### config.mk
export PLATFORM = sky130hd
export DESIGN_NAME = axi_pmu_bridge_mc
export DESIGN_NICKNAME = d
export VERILOG_FILES = /design/src/rtl/axi_pmu_pkg.sv /design/src/rtl/pmu_sync_arn.sv /design/src/rtl/axi_pmu_bridge_mc.sv
export SDC_FILE = /design/constraint.sdc
export NUM_CORES = 1
export LEC_CHECK = 0
export CAP_MARGIN = 40
export CORE_AREA = 2 2 260 262
export DETAILED_ROUTE_END_ITERATION = 8
export DIE_AREA = 0 0 262 264
export GPL_ROUTABILITY_DRIVEN = 0
export PLACE_DENSITY = 0.55
export SETUP_SLACK_MARGIN = 0.4
export SYNTH_ARGS = -nofsm -noshare
export SYNTH_HDL_FRONTEND = slang
export SYNTH_SLANG_ARGS = --single-unit
### constraint.sdc
create_clock -name S_AXI_ACLK -period 6.75 [get_ports S_AXI_ACLK]
set_input_delay 1.6875 -clock S_AXI_ACLK [delete_from_list [all_inputs] [get_ports S_AXI_ACLK]]
set_output_delay 1.6875 -clock S_AXI_ACLK [all_outputs]
set_load 0.1 [all_outputs]
### src/rtl/axi_pmu_pkg.sv
// Shared response codes, FSM state types and field widths for the
// AXI-Lite to multi-bank PMU counter bridge.
package axi_pmu_pkg;

  localparam logic [1:0] RESP_OKAY   = 2'b00;
  localparam logic [1:0] RESP_SLVERR = 2'b10;
  localparam logic [1:0] RESP_DECERR = 2'b11;

  localparam int unsigned BANK_FIELD_W = 4;

  typedef enum logic [1:0] {
    W_IDLE = 2'd0,
    W_REQ  = 2'd1,
    W_RESP = 2'd2
  } wr_state_t;

  typedef enum logic [1:0] {
    R_IDLE = 2'd0,
    R_REQ  = 2'd1,
    R_RESP = 2'd2
  } rd_state_t;

endpackage

### src/rtl/pmu_sync_arn.sv
// Multi-flop synchroniser for one bank acknowledge bit; async active-low reset.
module pmu_sync_arn #(
  parameter int unsigned STAGES = 2
) (
  input  logic clk,
  input  logic rst_n,
  input  logic d,
  output logic q
);

  logic [STAGES-1:0] ff;

  always_ff @(posedge clk or negedge rst_n) begin
    if (!rst_n) ff <= '0;
    else        ff <= {ff[STAGES-2:0], d};
  end

  assign q = ff[STAGES-1];

endmodule

### src/rtl/axi_pmu_bridge_mc.sv
// AXI4-Lite slave bridging host accesses to NUM_BANKS PMU counter banks,
// each driven through a 4-phase enable/acknowledge handshake.
module axi_pmu_bridge_mc
  import axi_pmu_pkg::*;
#(
  parameter int unsigned C_S_AXI_DATA_WIDTH    = 64,
  parameter int unsigned C_S_AXI_ADDR_WIDTH    = 64,
  parameter int unsigned COUNTER_ADDRESS_WIDTH = 16,
  parameter int unsigned COUNTER_DATA_WIDTH    = 64,
  parameter int unsigned NUM_BANKS             = 4,
  parameter int unsigned BANK_SEL_LSB          = 16,
  parameter int unsigned TIMEOUT_CYCLES        = 256,
  parameter int unsigned SYNC_STAGES           = 2
) (
  input  logic                                     S_AXI_ACLK,
  input  logic                                     S_AXI_ARESETN,
  input  logic [C_S_AXI_ADDR_WIDTH-1:0]            S_AXI_AWADDR,
  input  logic [2:0]                               S_AXI_AWPROT,
  input  logic                                     S_AXI_AWVALID,
  output logic                                     S_AXI_AWREADY,
  input  logic [C_S_AXI_DATA_WIDTH-1:0]            S_AXI_WDATA,
  input  logic [C_S_AXI_DATA_WIDTH/8-1:0]          S_AXI_WSTRB,
  input  logic                                     S_AXI_WVALID,
  output logic                                     S_AXI_WREADY,
  output logic [1:0]                               S_AXI_BRESP,
  output logic                                     S_AXI_BVALID,
  input  logic                                     S_AXI_BREADY,
  input  logic [C_S_AXI_ADDR_WIDTH-1:0]            S_AXI_ARADDR,
  input  logic [2:0]                               S_AXI_ARPROT,
  input  logic                                     S_AXI_ARVALID,
  output logic                                     S_AXI_ARREADY,
  output logic [C_S_AXI_DATA_WIDTH-1:0]            S_AXI_RDATA,
  output logic [1:0]                               S_AXI_RRESP,
  output logic                                     S_AXI_RVALID,
  input  logic                                     S_AXI_RREADY,
  output logic [NUM_BANKS-1:0]                     counter_read_enable,
  input  logic [NUM_BANKS-1:0]                     counter_read_valid,
  output logic [COUNTER_ADDRESS_WIDTH-1:0]         counter_read_address,
  input  logic [NUM_BANKS*COUNTER_DATA_WIDTH-1:0]  counter_read_data,
  output logic [NUM_BANKS-1:0]                     counter_write_enable,
  input  logic [NUM_BANKS-1:0]                     counter_write_valid,
  output logic [COUNTER_ADDRESS_WIDTH-1:0]         counter_write_address,
  output logic [COUNTER_DATA_WIDTH-1:0]            counter_write_data,
  output logic [COUNTER_DATA_WIDTH/8-1:0]          counter_write_strobe,
  output logic [15:0]                              timeout_count
);

  localparam int unsigned DW    = COUNTER_DATA_WIDTH;
  localparam int unsigned TMR_W = $clog2(TIMEOUT_CYCLES);
  localparam logic [TMR_W-1:0] TMR_LAST = TMR_W'(TIMEOUT_CYCLES - 1);

  logic [NUM_BANKS-1:0] sync_wv, sync_rv;

  for (genvar b = 0; b < NUM_BANKS; b++) begin : g_sync
    pmu_sync_arn #(.STAGES(SYNC_STAGES)) u_wv (
      .clk(S_AXI_ACLK), .rst_n(S_AXI_ARESETN), .d(counter_write_valid[b]), .q(sync_wv[b]));
    pmu_sync_arn #(.STAGES(SYNC_STAGES)) u_rv (
      .clk(S_AXI_ACLK), .rst_n(S_AXI_ARESETN), .d(counter_read_valid[b]), .q(sync_rv[b]));
  end

  logic unused_bits;
  assign unused_bits = ^{S_AXI_AWPROT, S_AXI_ARPROT, S_AXI_AWADDR, S_AXI_ARADDR};

  logic                    aw_held, w_held, ar_held;
  logic [BANK_FIELD_W-1:0] aw_bank, ar_bank;
  logic                    w_release, r_release, w_to, r_to;

  // Address/data beat capture; each READY is a one-cycle pulse while nothing is held.
  always_ff @(posedge S_AXI_ACLK or negedge S_AXI_ARESETN) begin
    if (!S_AXI_ARESETN) begin
      S_AXI_AWREADY <= 1'b0; aw_held <= 1'b0; aw_bank <= '0; counter_write_address <= '0;
      S_AXI_WREADY  <= 1'b0; w_held  <= 1'b0; counter_write_data <= '0; counter_write_strobe <= '0;
      S_AXI_ARREADY <= 1'b0; ar_held <= 1'b0; ar_bank <= '0; counter_read_address <= '0;
    end else begin
      S_AXI_AWREADY <= !aw_held && !S_AXI_AWREADY && S_AXI_AWVALID;
      S_AXI_WREADY  <= !w_held  && !S_AXI_WREADY  && S_AXI_WVALID;
      S_AXI_ARREADY <= !ar_held && !S_AXI_ARREADY && S_AXI_ARVALID;
      if (S_AXI_AWREADY && S_AXI_AWVALID) begin
        aw_held               <= 1'b1;
        aw_bank               <= S_AXI_AWADDR[BANK_SEL_LSB +: BANK_FIELD_W];
        counter_write_address <= S_AXI_AWADDR[COUNTER_ADDRESS_WIDTH-1:0];
      end else if (w_release) aw_held <= 1'b0;
      if (S_AXI_WREADY && S_AXI_WVALID) begin
        w_held               <= 1'b1;
        counter_write_data   <= S_AXI_WDATA;
        counter_write_strobe <= S_AXI_WSTRB;
      end else if (w_release) w_held <= 1'b0;
      if (S_AXI_ARREADY && S_AXI_ARVALID) begin
        ar_held              <= 1'b1;
        ar_bank              <= S_AXI_ARADDR[BANK_SEL_LSB +: BANK_FIELD_W];
        counter_read_address <= S_AXI_ARADDR[COUNTER_ADDRESS_WIDTH-1:0];
      end else if (r_release) ar_held <= 1'b0;
    end
  end

  logic [NUM_BANKS-1:0] wsel, rsel;
  logic                 wack, rack;
  logic [DW-1:0]        rd_slice;

  // One-hot bank decode; an out-of-range bank field decodes to all zeros.
  always_comb begin
    wsel     = '0;
    rsel     = '0;
    rd_slice = '0;
    for (int b = 0; b < NUM_BANKS; b++) begin
      wsel[b] = (aw_bank == BANK_FIELD_W'(b));
      rsel[b] = (ar_bank == BANK_FIELD_W'(b));
      if (rsel[b]) rd_slice = counter_read_data[b*DW +: DW];
    end
  end

  assign wack = |(sync_wv & wsel);
  assign rack = |(sync_rv & rsel);

  wr_state_t            w_state, w_state_nxt;
  rd_state_t            r_state, r_state_nxt;
  logic [TMR_W-1:0]     w_timer, w_timer_nxt, r_timer, r_timer_nxt;
  logic [NUM_BANKS-1:0] wen_nxt, ren_nxt;
  logic                 bvalid_nxt, rvalid_nxt, b_done, b_done_nxt, r_done, r_done_nxt;
  logic [1:0]           bresp_nxt, rresp_nxt;
  logic [DW-1:0]        rdata_nxt;

  // Write FSM next state and registered-output values.
  always_comb begin
    w_state_nxt = w_state;
    w_timer_nxt = w_timer;
    wen_nxt     = counter_write_enable;
    bvalid_nxt  = S_AXI_BVALID;
    bresp_nxt   = S_AXI_BRESP;
    b_done_nxt  = b_done;
    w_release   = 1'b0;
    w_to        = 1'b0;
    case (w_state)
      W_IDLE: if (aw_held && w_held) begin
        if (|wsel) begin
          wen_nxt     = wsel;
          w_timer_nxt = '0;
          w_state_nxt = W_REQ;
        end else begin
          bresp_nxt   = RESP_DECERR;
          bvalid_nxt  = 1'b1;
          w_state_nxt = W_RESP;
        end
      end
      W_REQ: begin
        w_timer_nxt = w_timer + TMR_W'(1);
        if (wack) begin
          wen_nxt = '0; bresp_nxt = RESP_OKAY; bvalid_nxt = 1'b1; w_state_nxt = W_RESP;
        end else if (w_timer == TMR_LAST) begin
          wen_nxt = '0; bresp_nxt = RESP_SLVERR; bvalid_nxt = 1'b1; w_state_nxt = W_RESP;
          w_to = 1'b1;
        end
      end
      W_RESP: begin
        if (S_AXI_BVALID && S_AXI_BREADY) begin
          bvalid_nxt = 1'b0;
          b_done_nxt = 1'b1;
        end
        if ((b_done || (S_AXI_BVALID && S_AXI_BREADY)) && !wack) begin
          b_done_nxt  = 1'b0;
          w_release   = 1'b1;
          w_state_nxt = W_IDLE;
        end
      end
      default: w_state_nxt = W_IDLE;
    endcase
  end

  // Read FSM mirrors the write FSM; RDATA is captured with RVALID and cleared on handshake.
  always_comb begin
    r_state_nxt = r_state;
    r_timer_nxt = r_timer;
    ren_nxt     = counter_read_enable;
    rvalid_nxt  = S_AXI_RVALID;
    rresp_nxt   = S_AXI_RRESP;
    rdata_nxt   = S_AXI_RDATA;
    r_done_nxt  = r_done;
    r_release   = 1'b0;
    r_to        = 1'b0;
    case (r_state)
      R_IDLE: if (ar_held) begin
        if (|rsel) begin
          ren_nxt     = rsel;
          r_timer_nxt = '0;
          r_state_nxt = R_REQ;
        end else begin
          rresp_nxt = RESP_DECERR; rdata_nxt = '0; rvalid_nxt = 1'b1; r_state_nxt = R_RESP;
        end
      end
      R_REQ: begin
        r_timer_nxt = r_timer + TMR_W'(1);
        if (rack) begin
          ren_nxt = '0; rresp_nxt = RESP_OKAY; rdata_nxt = rd_slice; rvalid_nxt = 1'b1;
          r_state_nxt = R_RESP;
        end else if (r_timer == TMR_LAST) begin
          ren_nxt = '0; rresp_nxt = RESP_SLVERR; rdata_nxt = '0; rvalid_nxt = 1'b1;
          r_state_nxt = R_RESP;
          r_to = 1'b1;
        end
      end
      R_RESP: begin
        if (S_AXI_RVALID && S_AXI_RREADY) begin
          rvalid_nxt = 1'b0;
          rdata_nxt  = '0;
          r_done_nxt = 1'b1;
        end
        if ((r_done || (S_AXI_RVALID && S_AXI_RREADY)) && !rack) begin
          r_done_nxt  = 1'b0;
          r_release   = 1'b1;
          r_state_nxt = R_IDLE;
        end
      end
      default: r_state_nxt = R_IDLE;
    endcase
  end

  logic [16:0] to_sum;
  assign to_sum = 17'(timeout_count) + 17'(w_to) + 17'(r_to);

  always_ff @(posedge S_AXI_ACLK or negedge S_AXI_ARESETN) begin
    if (!S_AXI_ARESETN) begin
      w_state <= W_IDLE; w_timer <= '0; counter_write_enable <= '0;
      S_AXI_BVALID <= 1'b0; S_AXI_BRESP <= 2'b00; b_done <= 1'b0;
      r_state <= R_IDLE; r_timer <= '0; counter_read_enable <= '0;
      S_AXI_RVALID <= 1'b0; S_AXI_RRESP <= 2'b00; S_AXI_RDATA <= '0; r_done <= 1'b0;
      timeout_count <= '0;
    end else begin
      w_state <= w_state_nxt; w_timer <= w_timer_nxt; counter_write_enable <= wen_nxt;
      S_AXI_BVALID <= bvalid_nxt; S_AXI_BRESP <= bresp_nxt; b_done <= b_done_nxt;
      r_state <= r_state_nxt; r_timer <= r_timer_nxt; counter_read_enable <= ren_nxt;
      S_AXI_RVALID <= rvalid_nxt; S_AXI_RRESP <= rresp_nxt; S_AXI_RDATA <= rdata_nxt;
      r_done <= r_done_nxt;
      timeout_count <= to_sum[16] ? 16'hFFFF : to_sum[15:0];
    end
  end

endmodule

==> flow_summary.json, run 1 <==
{
  "drv_cap": 0,
  "nets": 2014,
  "crit_path_end_kind": "output port",
  "grt_pass1_vias": 11000,
  "r2r-start": "aw_bank[0]$_DFFE_PN0P_",
  "hold_start": "g_sync[1].u_rv.ff[0]$_DFF_PN0_",
  "place_area_mm2": 0.0225,
  "hold_buffers": 0,
  "dpl.hpwl_um": 34100,
  "fin_setup_tns_ns": 0,
  "setup_viol": 0,
  "fin_ws_ns": 3.24,
  "drt-met1-wl_um": 16100,
  "cts_resized": 0,
  "port_buffers": 583,
  "pre_cts_ws_ns": 2.79,
  "clk_latency_ns": 0.59,
  "die_y_um": 264,
  "syn_nets": 1236,
  "cp_max_fo": 6,
  "ys_ff_latch": 250,
  "clockPowerShare_pct": 15.3,
  "dieWidth_um": 262,
  "tightest_slew_ns": 0.878,
  "combinationalPowerShare_pct": 65.4,
  "hold_path.class": "flip-flop to flip-flop",
  "async_flop_share_pct": 100,
  "start_util_pct": 16.7,
  "syn_area_mm2": 0.0111,
  "htreeDepth": 1,
  "switching_share_pct": 46.0,
  "wl_met2_um": 21900,
  "synth.avg_cell_area_um2": 14.8,
  "p_per_area_mw_per_mm2": 522,
  "wirelength_um": 42900,
  "route.vias.total": 9779,
  "layout-area-overhead-vs-synth_pct": 113,
  "clock_path_buffers": 3,
  "cts_sinks": 250,
  "postLayoutCellArea_mm2": 0.0237,
  "ys_types": 58,
  "cp.arrival_ns": 1.82,
  "dieArea_mm2": 0.0692,
  "drc_errors": 0,
  "num_rows": 95,
  "vias_per_cell": 4.02,
  "top_layer": "met5",
  "ir_drop_uv": 311,
  "ys_seq_area_share_pct": 56.2,
  "yosysTopAreaCell": "dfrtp_1",
  "maxSlewViolCount": 0,
  "drive_gt1_share_pct": 29.4,
  "required_ns": 5.06,
  "path_class": "flip-flop to output port",
  "cp-start-kind": "flip-flop",
  "dr.first_iter.drc_count": 341,
  "grt_pass1_wl_um": 64300,
  "grt_usage_pct": 12.1,
  "p_seq_share_pct": 19.3,
  "grt_start_max_net_pins": 129,
  "core_mm2": 0.0666,
  "synthMostInstantiatedCell": "dfrtp_1",
  "first_pass_iters": 4,
  "relSlewSlack_pct": 41.4,
  "outcome": "complete, no violations",
  "hold_violations": 0,
  "p_leak_nw": 9.75,
  "p_int_w": 0.00668,
  "post-cts-setup-buffers": 0,
  "max_freq_ghz": 0.285,
  "worst_hold_slack_ns": 0.348,
  "clk_pin_slew_ns": 0.06,
  "fin_skew_ns": 0.0105,
  "antenna_left": 0,
  "synth_edf_count": 0,
  "synth_top_flop_cell": "dfrtp_1",
  "post-route-min-period_ns": 3.51,
  "layout.cells.non_filler": 2431,
  "cts_buffers": 31,
  "yosys-top-cells-count": "dfrtp_1 (250), mux2_2 (114), a22o_1 (69)",
  "grt_antenna_before_repair": 8,
  "grt-ovfl-total": 0,
  "netlist.area_leader.share_pct": 56.2,
  "clock-root-buffer": "clkbuf_16",
  "rsz0062_at_grt": "false",
  "p_sw_w": 0.00568,
  "place_inst": 2373,
  "yosys_warnings": 0,
  "ios": 678,
  "cts_tree": "done",
  "synth_cells": 755,
  "wl_per_cell_um": 17.6,
  "met3_length_um": 3240,
  "crit_start": "timeout_count[6]$_DFF_PN0_",
  "fin_crit_sh_pct": 52.0,
  "synthTopCellsByArea": "dfrtp_1 (56%), mux4_2 (13%), mux2_2 (12%)"
}
-- registers in the layout (all words and copies together), names as in the netlist, 2 cells and up --
name / flops
S_AXI_RDATA: 64
counter_write_data: 64
counter_read_address: 16
counter_write_address: 16
timeout_count: 16
counter_write_strobe: 8
g_sync.u_rv.ff: 8
g_sync.u_wv.ff: 8
r_timer: 8
w_timer: 8
ar_bank: 4
aw_bank: 4
counter_read_enable: 4
counter_write_enable: 4
S_AXI_BRESP: 2
S_AXI_RRESP: 2
r_state: 2
w_state: 2
-- per-layer routing --
metal  vias to the layer above  GRT usage [%]
li1                       4445              -
met1                      4804           13.8
met2                       435           21.3
met3                        89           3.16
met4                         6           4.93
met5                         -              0
-- power groups by stage --
stage,Sequential (W),Combinational [W],Clock [W]
finish,0.00239,0.00808,0.00189
global route,0.00247,0.00836,0.00204
CTS,0.00240,0.00816,0.00196
detailed placement,0.00242,0.00814,0
global placement,0.00239,0.00595,0
floorplan,0.00540,0.00143,0
-- area by class of cell --
class	instances	area (um2)
multi-input combinational	444	4620
clock inverter	19	325
antenna	2	5.00
tap	873	1090
sequential	250	6260
inverter	13	48.8
fill	6231	42900
timing repair buffer	793	10500
clock buffer	37	848
-- metrics by stage --
| stage | total power [W] | utilization [%] |
|---|---|---|
| final | 0.0124 | 35.6 |
| after global routing | 0.0129 | 35.6 |
| after CTS | 0.0125 | 35.6 |
| after detailed placement | 0.0106 | 33.8 |
| after global placement | 0.00833 | 26.9 |
| after floorplan | 0.00683 | - |
-- path summary, 6_finish.rpt --
| path | to | slack, ns | cells after the start |
|---|---|---|---|
| min | g_sync[1].u_rv.ff[1]$_DFF_PN0_ | 0.35 | 0 |
| max reg2reg | timeout_count[3]$_DFF_PN0_ | 3.42 | 9 |
| max | timeout_count[6] | 3.24 | 2 |
| min in group asynchronous | w_timer[4]$_DFFE_PN0P_ | 1.05 | 1 |
| max in group asynchronous | ar_bank[1]$_DFFE_PN0P_ | 4.45 | 2 |
| min reg2reg | g_sync[1].u_rv.ff[1]$_DFF_PN0_ | 0.35 | 0 |
-- critical path, cell delays in order (launching register included) --
cell and delay, ns:
dfrtp_1 0.45, clkdlybuf4s50_1 0.58, buf_8 0.21
-- cells by family after synthesis --
family                   synth area share [%]
AO/OA/AOI/OAI                            9.32
multiplexers                             24.8
buffers and inverters                    2.55
flip-flops                               56.2
AND/OR/NAND/NOR                          5.29
XOR/XNOR                                 1.34
adder cells (fa/ha/maj)                 0.517
-- cell usage in the layout (no fill, tap or decap), types with 14 or more instances in the layout --
cell type	count
nand2_1	30
mux2_2	114
mux4_2	64
a22o_1	69
nor2_1	15
a21oi_1	14
buf_16	123
clkdlybuf4s50_1	580
dfrtp_1	248
clkbuf_16	31
buf_8	80
Note: power is estimated with default switching activity, not from simulation.
==> run 2: changes to the inputs <==
--- a/config.mk
+++ b/config.mk
@@ -6,11 +6,11 @@
 export NUM_CORES = 1
 export LEC_CHECK = 0
 export CAP_MARGIN = 40
-export CORE_AREA = 2 2 260 262
+export CORE_AREA = 2 2 262 264
 export DETAILED_ROUTE_END_ITERATION = 8
-export DIE_AREA = 0 0 262 264
+export DIE_AREA = 0 0 264 266
 export GPL_ROUTABILITY_DRIVEN = 0
-export PLACE_DENSITY = 0.55
+export PLACE_DENSITY = 0.54
 export SETUP_SLACK_MARGIN = 0.4
 export SYNTH_ARGS = -nofsm -noshare
 export SYNTH_HDL_FRONTEND = slang
==> constraint.sdc (replaced) <==
create_clock -name S_AXI_ACLK -period 3.5 [get_ports S_AXI_ACLK]
set_input_delay 0.875 -clock S_AXI_ACLK [delete_from_list [all_inputs] [get_ports S_AXI_ACLK]]
set_output_delay 0.875 -clock S_AXI_ACLK [all_outputs]
set_load 0.1 [all_outputs]
==> flow_summary.json, run 2 (synthesis results as in run 1) <==
{
  "grt_start_max_net_pins": 87,
  "wirelength_um": 40400,
  "vias_per_cell": 3.96,
  "cts_sinks": 250,
  "die_y_um": 266,
  "port_buffers": 583,
  "cts_buffers": 31,
  "antenna_left": 0,
  "post-route-min-period_ns": 2.89,
  "dieArea_mm2": 0.0702,
  "path_class": "flip-flop to flip-flop",
  "hold_buffers": 0,
  "p_per_area_mw_per_mm2": 1030,
  "biggestRegsByFlops": "S_AXI_RDATA: 64 flops, counter_write_data: 64 flops",
  "cp_max_fo": 8,
  "layout.cells.non_filler": 2252,
  "grt_usage_pct": 10.9,
  "p_sw_w": 0.0101,
  "cp.arrival_ns": 3.36,
  "layout-area-overhead-vs-synth_pct": 67.6,
  "max_freq_ghz": 0.346,
  "p_int_w": 0.00902,
  "required_ns": 3.97,
  "fin_setup_tns_ns": 0,
  "dpl.hpwl_um": 31700,
  "nets": 1827,
  "fin_ws_ns": 0.610,
  "fin_crit_sh_pct": 82.6,
  "ir_drop_uv": 486,
  "fillCellCount": 6948,
  "ios": 678,
  "drc_errors": 0,
  "drv_cap": 0,
  "setup_viol": 0,
  "cp-start-kind": "flip-flop",
  "place_inst": 2194,
  "outcome": "complete, no violations",
  "crit_path_end_kind": "flip-flop",
  "tightest_slew_ns": 0.830,
  "start_util_pct": 16.4,
  "p_leak_nw": 8.02,
  "final_cell_mix": "clkdlybuf4s50_1 (381), dfrtp_1 (248), buf_4 (219)",
  "grt_pass1_wl_um": 59400,
  "cts_tree": "done",
  "combinationalPowerShare_pct": 59.0,
  "relSlewSlack_pct": 44.7,
  "p_seq_share_pct": 23.7,
  "grt_antenna_before_repair": 5,
  "clk_pin_slew_ns": 0.06,
  "dr.first_iter.drc_count": 345,
  "dieWidth_um": 264,
  "fin_skew_ns": 0.0161,
  "switching_share_pct": 52.9,
  "drive_gt1_share_pct": 34.0,
  "grt_pass1_vias": 9785,
  "post-cts-setup-buffers": 0,
  "clock-root-buffer": "clkbuf_16",
  "pre_cts_ws_ns": 0.359,
  "p_total_w": 0.0191,
  "rsz0062_at_grt": "false",
  "postLayoutCellArea_mm2": 0.0187,
  "clock_path_buffers": 3,
  "rrSetupSlack_ns": 0.61,
  "htreeDepth": 1,
  "clockPowerShare_pct": 17.4,
  "place_area_mm2": 0.0176,
  "final_common_cell": "clkdlybuf4s50_1",
  "clk_latency_ns": 0.59,
  "maxSlewViolCount": 0,
  "first_pass_iters": 4,
  "num_rows": 96,
  "hold_path.class": "input pin to async pin",
  "route.vias.total": 8914,
  "grt-ovfl-total": 0,
  "wl_per_cell_um": 17.9,
  "core_mm2": 0.0677,
  "hold_violations": 0
}
[run 2: timing repair]
item,CTS,global route
gates resized for setup,1,3
setup endpoints to repair,13,15
gates cloned,0,0
[run 2: routing by layer]
layer | up-vias | wire length [um] | GRT usage [%]
met1 | 4391 | 15200 | 12.2
met4 | 4 | 1120 | 3.46
li1 | 4084 | - | -
met3 | 59 | 3560 | 3.91
met5 | - | 24 | 0
met2 | 376 | 20400 | 19.3
[run 2: path summary, 6_finish.rpt]
path	start	to	depth (start not counted)
hold reg to reg	g_sync[2].u_rv.ff[0]$_DFF_PN0_	g_sync[2].u_rv.ff[1]$_DFF_PN0_	0
setup reg to reg	aw_bank[0]$_DFFE_PN0P_	timeout_count[14]$_DFF_PN0_	9
hold / removal	S_AXI_ARESETN	counter_write_enable[3]$_DFFE_PN0P_	1
max in group asynchronous	S_AXI_ARESETN	counter_write_data[19]$_DFFE_PN0P_	2
min in group S_AXI_ACLK	g_sync[2].u_rv.ff[0]$_DFF_PN0_	g_sync[2].u_rv.ff[1]$_DFF_PN0_	0
setup / recovery	aw_bank[0]$_DFFE_PN0P_	timeout_count[14]$_DFF_PN0_	9
[run 2: layout make-up]
cell class	count	area (um2)	share of cell area [%]
clock inverters	9	170	0.911
diodes	2	5.00	0.0268
flip-flops and latches	250	6260	33.5
repair buffers	606	5560	29.8
inverters	13	48.8	0.261
clock buffers	46	892	4.78
well taps	882	1100	5.91
multi-input cells	444	4630	24.8
[run 2: stage by stage]
stage	hold slack, ns	utilization (%)
3_5_place_dp	0.336	26.0
5_1_grt	0.331	27.6
4_1_cts	0.301	27.5
3_3_place_gp	0.341	25.9
2_1_floorplan	0.331	-
6_report	0.310	27.6
[run 2: power by group through the flow]
| stage | clock (W) | combinational (W) | sequential (W) |
|---|---|---|---|
| floorplan | 0 | 0.00275 | 0.0104 |
| finish | 0.00333 | 0.0113 | 0.00453 |
| global placement | 0 | 0.0114 | 0.00453 |
| detailed placement | 0 | 0.0114 | 0.00457 |
| CTS | 0.00351 | 0.0114 | 0.00454 |
| global route | 0.00361 | 0.0117 | 0.00467 |
[run 2: critical path: stages (launching register included)]
cell,delay (ns)
dfrtp_1,0.47
mux2i_1,0.29
o22ai_2,0.19
nand3b_1,0.29
fa_1,0.44
inv_1,0.07
ha_1,0.23
nand2_1,0.19
nor3_1,0.25
mux2_2,0.35
